===== src/rtl/mul32_seq_ctrl.sv =====
// mul32_seq_ctrl: one-step-per-clock shift-add sequencer for an unsigned WIDTHxWIDTH multiply on an external cla32.
// Optional macro MUL_ZERO_BYPASS_EN: a start with a zero operand finishes in one cycle without stepping the adder.
module mul32_seq_ctrl #(
    parameter int WIDTH = 32,
    parameter int CNT_W = 6
) (
    input  logic                 clk,
    input  logic                 reset_n,
    input  logic                 op_start,
    input  logic [WIDTH-1:0]     op_a,
    input  logic [WIDTH-1:0]     op_b,
    output logic                 op_ready,
    output logic                 op_done,
    output logic [2*WIDTH-1:0]   result,
    output logic [WIDTH-1:0]     add_a,
    output logic [WIDTH-1:0]     add_b,
    output logic                 add_ci,
    input  logic [WIDTH-1:0]     add_s,
    input  logic                 add_co
);
    typedef enum logic [1:0] {
        IDLE = 2'd0,
        RUN  = 2'd1,
        DONE = 2'd2
    } state_t;

    localparam logic [CNT_W-1:0] LAST_STEP = CNT_W'(WIDTH - 1);

    state_t               state_reg;
    logic [WIDTH-1:0]     m_reg;
    logic [WIDTH-1:0]     q_reg;
    logic [WIDTH-1:0]     p_hi_reg;
    logic [CNT_W-1:0]     cnt_reg;
    logic [2*WIDTH-1:0]   result_reg;
    logic                 op_ready_reg;
    logic                 op_done_reg;

    logic                 step_en;
    logic                 zero_op;
    logic [2*WIDTH-1:0]   shifted;

    assign step_en = (state_reg == RUN);

`ifdef MUL_ZERO_BYPASS_EN
    assign zero_op = (op_a == '0) || (op_b == '0);
`else
    assign zero_op = 1'b0;
`endif

    // The carry-out becomes the top bit after the shift, so the full 33-bit sum is kept.
    assign shifted = {add_co, add_s, q_reg[WIDTH-1:1]};

    assign add_a  = p_hi_reg;
    assign add_ci = 1'b0;

    generate
        for (genvar gi = 0; gi < WIDTH; gi++) begin : g_add_b
            assign add_b[gi] = m_reg[gi] & q_reg[0] & step_en;
        end
    endgenerate

    assign op_ready = op_ready_reg;
    assign op_done  = op_done_reg;
    assign result   = result_reg;

    always_ff @(posedge clk or negedge reset_n) begin
        if (!reset_n) begin
            state_reg    <= IDLE;
            m_reg        <= '0;
            q_reg        <= '0;
            p_hi_reg     <= '0;
            cnt_reg      <= '0;
            result_reg   <= '0;
            op_ready_reg <= 1'b1;
            op_done_reg  <= 1'b0;
        end else begin
            op_done_reg <= 1'b0;
            case (state_reg)
                IDLE, DONE: begin
                    if (op_start) begin
                        m_reg    <= op_a;
                        q_reg    <= op_b;
                        p_hi_reg <= '0;
                        cnt_reg  <= '0;
                        if (zero_op) begin
                            q_reg        <= '0;
                            result_reg   <= '0;
                            op_done_reg  <= 1'b1;
                            op_ready_reg <= 1'b1;
                            state_reg    <= DONE;
                        end else begin
                            op_ready_reg <= 1'b0;
                            state_reg    <= RUN;
                        end
                    end else begin
                        op_ready_reg <= 1'b1;
                        state_reg    <= IDLE;
                    end
                end
                RUN: begin
                    {p_hi_reg, q_reg} <= shifted;
                    cnt_reg           <= cnt_reg + 1'b1;
                    if (cnt_reg == LAST_STEP) begin
                        result_reg   <= shifted;
                        op_done_reg  <= 1'b1;
                        op_ready_reg <= 1'b1;
                        state_reg    <= DONE;
                    end
                end
                default: begin
                    op_ready_reg <= 1'b1;
                    state_reg    <= IDLE;
                end
            endcase
        end
    end
endmodule

===== config.mk =====
export PLATFORM = sky130hd
export DESIGN_NAME = mul32_seq_ctrl
export DESIGN_NICKNAME = d
export VERILOG_FILES = /design/src/rtl/mul32_seq_ctrl.sv
export SDC_FILE = /design/constraint.sdc
export NUM_CORES = 1
export LEC_CHECK = 0
export BUFFER_PORTS_ARGS = -buffer_cell sky130_fd_sc_hd__buf_4
export CAP_MARGIN = 30
export CORE_UTILIZATION = 50
export DETAILED_ROUTE_END_ITERATION = 12
export HOLD_SLACK_MARGIN = 0.02
export PLACE_DENSITY = 0.8
export SYNTH_ARGS = -nofsm -noshare
export SYNTH_HDL_FRONTEND = slang
export SYNTH_SLANG_ARGS = --single-unit

===== constraint.sdc =====
create_clock -name clk -period 1.8 [get_ports clk]
set_input_delay 0.36 -clock clk [delete_from_list [all_inputs] [get_ports clk]]
set_output_delay 0.36 -clock clk [all_outputs]
set_load 0.01 [all_outputs]

# After elaboration in Yosys (flattened, before gate mapping)
# Index checks and enable logic that the tools add are counted.
totals:
  ff_bits: 170
  inputBits: 100
  wordCells: 98
classes:
  n_addsub: 1
  eq_ne: 5
  muxes: 14
  n_bitwise: 64
  n_reduce_logical: 6
ops:
  columns: ["op", "count"]
  rows:
  - ["$pmux W32 S2", 2]
  - ["$and A1 B1 Y1", 64]
  - ["$mux W32", 2]
  - ["$pmux W6 S2", 1]
  - ["$add A6 B1 Y6 const B", 1]
  - ["$eq A6 B5 Y1 const B", 1]
  - ["$mux W6", 1]
  - ["$reduce_and A2 Y1", 3]
  - ["$mux W1", 5]
  - ["$pmux W2 S2", 1]
  - ["$eq A2 B1 Y1 const B", 1]
  - ["$eq A2 B2 Y1 const B", 1]
  - ["$logic_not A2 Y1", 1]
  - ["$mux W2", 1]
  - ["$ne A2 B1 Y1 const B", 1]
  - ["$ne A2 B2 Y1 const B", 1]
  - ["$pmux W1 S2", 1]
  - ["$reduce_bool A2 Y1", 1]
  - ["$reduce_or A2 Y1", 1]

# Longest topological paths before layout
logic_depth:
  word_depth: 4
  ltp_mapped: 6
  ltp_nobuf: 4

# Worst setup path before layout
# Ideal clock, no wire load.
synth_timing:
  path_kind: "reg2reg"
  from: "register cnt_reg[0]"
  to: "register result_reg[14], in the netlist result[14]"
  setup_time_ns: 0.127
  t_arrival_ns: 1.540
  t_required_ns: 1.673
  setup_slack_ns: 0.133
  stages_incl_launch_ff: 7
  n_path_buf: 2
  period_less_slack_ns: 1.667
  path_cell_list: "dfrtp_1 > ha_1 > nand2_1 > nor4_4 > buf_6 > buf_6 > mux2_1"
synth_via:
  elab_chain_cells: 2
synth_lines:
  columns: ["item", "line_no", "rtl"]
  rows:
  - ["start, declared", "33", "logic [CNT_W-1:0] cnt_reg;"]
  - ["start signal, assigned", "102", "cnt_reg <= cnt_reg + 1'b1;"]
  - ["$eq A6 B5 Y1", "103", "if (cnt_reg == LAST_STEP) begin"]
  - ["$reduce_and A2 Y1 (no line)", null, null]
  - ["end signal, assigned", "104", "result_reg <= shifted;"]
  - ["end, declared", "34", "logic [2*WIDTH-1:0] result_reg;"]
# No other way between the ends.
# A chain may end at the register's enable or synchronous reset.

# Final worst setup path
layout_timing:
  from: "register state_reg[1]"
  to: "output add_b[20]"
layout_via:
  elab_chain_cells: 2
layout_lines:
  columns: ["item", "line_no", "rtl"]
  rows:
  - ["start, declared", "29", "state_t state_reg;"]
  - ["start signal, assigned", "68", "state_reg <= IDLE;"]
  - ["start signal, assigned", "90", "state_reg <= DONE;"]
  - ["start signal, assigned", "93", "state_reg <= RUN;"]
  - ["$eq A2 B1 Y1", "42", "assign step_en = (state_reg == RUN);"]
  - ["$and A1 B1 Y1", "58", "assign add_b[gi] = m_reg[gi] & q_reg[0] & step_en;"]
  - ["end, declared", "16", "output logic [WIDTH-1:0] add_b,"]
# No other way between the ends.

==> impl_results.md <==
* Status: finished with violations
* Failing checks: setup timing
* FF+latch area at 0.00426 mm²
* Min Tclk post-route at 1.88 ns
* Cell area after synthesis at 0.00677 mm²
* RSZ-0062 raised after global routing: yes
* Total iterations of the first detailed-routing run at 5
* CTS max path bufs at 2
* Ports at 231
* Total of fill cells in the finished design at 901
* Netlist cell types at 30
* Hold Fails Final Rpt at 0
* Antenna diodes at 0
* Top Family by Delay on Critical Path: flip-flops
* Flops & latches, synth at 170
* CP Launch Type: flip-flop
* Via count at 5,501
* H-tree depth at 4
* Yosys warns at 0
* Via/cell ratio at 5.56
* Clock Pin Slew Worst Setup and Hold Paths at 0.06 ns
* Syn_nets at 663
* Mean post-synth cell area at 12.0 µm²
* Critical path cell sequence: nor2b_4, buf_12, and3_1, buf_4
* Core Box Area at 0.0132 mm²
* Starting DRT DRC Count at 385
* CTS tree: built
* Initial antenna violation count at 0
* Area occupied by multi-input gates at 0.00257 mm²
* Largest register FFs at 64
* Sequential-to-total area share from yosys stat at 62.9%
* Synth area leaders: dfrtp_1 (63%), mux2_1 (8.2%), nand2_1 (7.3%), a22o_1 (4.4%), a22oi_1 (3.6%)
* PD cells at 1710 mW/mm²
* DRC viols at 0
* Critical-path top delay cell: dfrtp_1
* Routed WL per cell at 19.8 µm
* HPWL after DPL at 11,500 µm
* Worst endpoint required time at 1.44 ns
* Starting Density at 51.1%
* Final worst setup slack at -0.0835 ns
* Post-synth top area share at 62.5%
* Total global routing overflow at 0
* Die ar. at 0.0140 mm²
* Cell taking the most area after synthesis: dfrtp_1
* # nets final at 901
* Die Span Y at 118 µm
* Max cap viols at 0
* Core Rows at 42
* CTS Buf Count at 17
* Worst clock skew at 0.00852 ns
* Clk_lat worst skew at 0.42 ns
* Die Span X at 118 µm
* Slew Limit Fails at 0
* Final wirelength at 19,600 µm
* Post-route clock period utilization at 105%
* Non-filler instance count after layout at 989
* WP data arrival at 1.52 ns
* Layout cells sized above 1 at 44.4%
* Vias in the first global route at 5,443
* Largest net degree at the start of global routing at 51
* GR Util All Layers at 25.8%
* IO Port Bufs at 229
* Leakage power at 5.12 nW
* Post-Synthesis Cells at 562
* Final GP Congestion at 0.822
* CTS root buffer: clkbuf_16
* Worst path buffer plus inverter count at 2
* Placed Cells at 941
* TritonCTS Sinks at 170
* Crit path max fanout at 27
* Max Clk Rate at 0.531 GHz
* Final ANT Viol Nets at 0
* Final total power at 0.0169 W
* Hold crit path type: input port to flip-flop
* Element type at the critical path end: output pin
* Kind of critical path: flip-flop to output pin
* Worst vdd ir at 866 µV
* P&R area growth vs syn at 45.5%
* Final setup viols at 64
* First-pass GRT wire length at 28,000 µm
* CP max stage delay at 0.40 ns
-- timing repair --
item | CTS | global route
pin swaps | 1 | 2
hold endpoints to repair | 33 | 0
buffers inserted | 4 | 1
hold buffers | 1 | 0
endpoints found under the setup margin | 88 | 96
resized for setup | 3 | 78
gates cloned | 2 | 8
-- layout make-up --
type,instances,share of cell area [%]
sequential,170,43.2
multi-input combinational,348,26.1
timing repair buffer,263,22.9
clock buffer,25,4.73
tap,176,2.24
clock inverter,7,0.699
-- synthesized netlist by cell type --
library cell,n
o41ai_1,1
dfstp_2,1
nor4_4,1
a22o_1,34
nor4_1,1
ha_1,1
o211ai_1,1
nand2_1,131
nand3_1,34
mux2_1,49
nor2b_1,2
a22oi_1,32
buf_1,4
conb_1,1
mux2_2,16
o31a_1,1
and3_1,32
buf_2,7
xnor2_1,2
o31ai_1,1
nor2_1,2
nor3_1,1
mux2i_1,1
buf_6,6
o21ai_0,1
buf_4,1
o311ai_0,1
clkbuf_1,26
nand2b_1,2
dfrtp_1,169
-- path summary, 6_finish.rpt --
| path | startpoint | to | slack [ns] | cells past startpoint |
|---|---|---|---|---|
| min | op_a[29] | m_reg[29] | 0.13 | 3 |
| max reg2reg | cnt_reg[1] | result[36] | -0.03 | 6 |
| min in group asynchronous | reset_n | result[37] | 0.42 | 2 |
| min reg2reg | m_reg[19] | m_reg[19] | 0.47 | 2 |
| max | state_reg[1] | add_b[20] | -0.08 | 4 |
| max in group asynchronous | reset_n | add_a[30] | 0.78 | 3 |
-- cell families after synthesis --
family                   Yosys count  share of synthesized area, %
AO/OA/AOI/OAI                     72                          8.64
flip-flops                       170                          62.9
buffers and inverters             44                          3.29
XOR/XNOR                           2                         0.259
multiplexers                      66                          11.0
other                              1                        0.0554
adder cells (fa/ha/maj)            1                         0.185
AND/OR/NAND/NOR                  206                          13.7
-- worst min-delay path: stages --
cell     delay (ns)
buf_4          0.07
nand2_1        0.04
nand2_1        0.04
-- metal layers --
layer / track usage [%] / part of all wire, % / up-vias
met4: 7.85 / 1.5 / 0
li1: - / - / 2438
met5: 0 / 0 / -
met2: 41.8 / 50 / 274
met3: 6.95 / 7.9 / 25
met1: 34.1 / 41 / 2764
-- power breakdown --
group	switching (W)	total (W)	internal [W]
sequential	0.00112	0.00654	0.00542
clock	0.00143	0.00336	0.00194
combinational	0.00323	0.00695	0.00372
total	0.00578	0.0169	0.0111
-- stage by stage --
step	cell area, µm²	TNS, ns	hold WS, ns	utilization, %	worst slack, ns
after global routing	9840	-7.19	0.124	74.3	-0.142
final	9840	-1.84	0.127	74.3	-0.0835
after floorplan	6770	0	0.0644	-	0.133
after CTS	9380	-1.42	0.111	70.8	-0.0823
after detailed placement	8730	-0.230	0.298	65.9	-0.0197
after global placement	8730	0	0.290	65.9	0.0297
-- layout by cell type (no fill, tap or decap), types with 2 or more instances in the layout --
cell type and count:
buf_4 242, dfrtp_1 169, nand2_1 130, mux2_4 64, a22o_1 34, nand3_1 34
a22oi_1 32, and3_1 31, clkbuf_16 22, buf_12 9, clkbuf_1 7, clkinv_2 3
buf_6 3, nor2b_4 2, xnor2_1 2, clkinvlp_4 2, bufbuf_16 2
(Power assumes the default switching activity.)
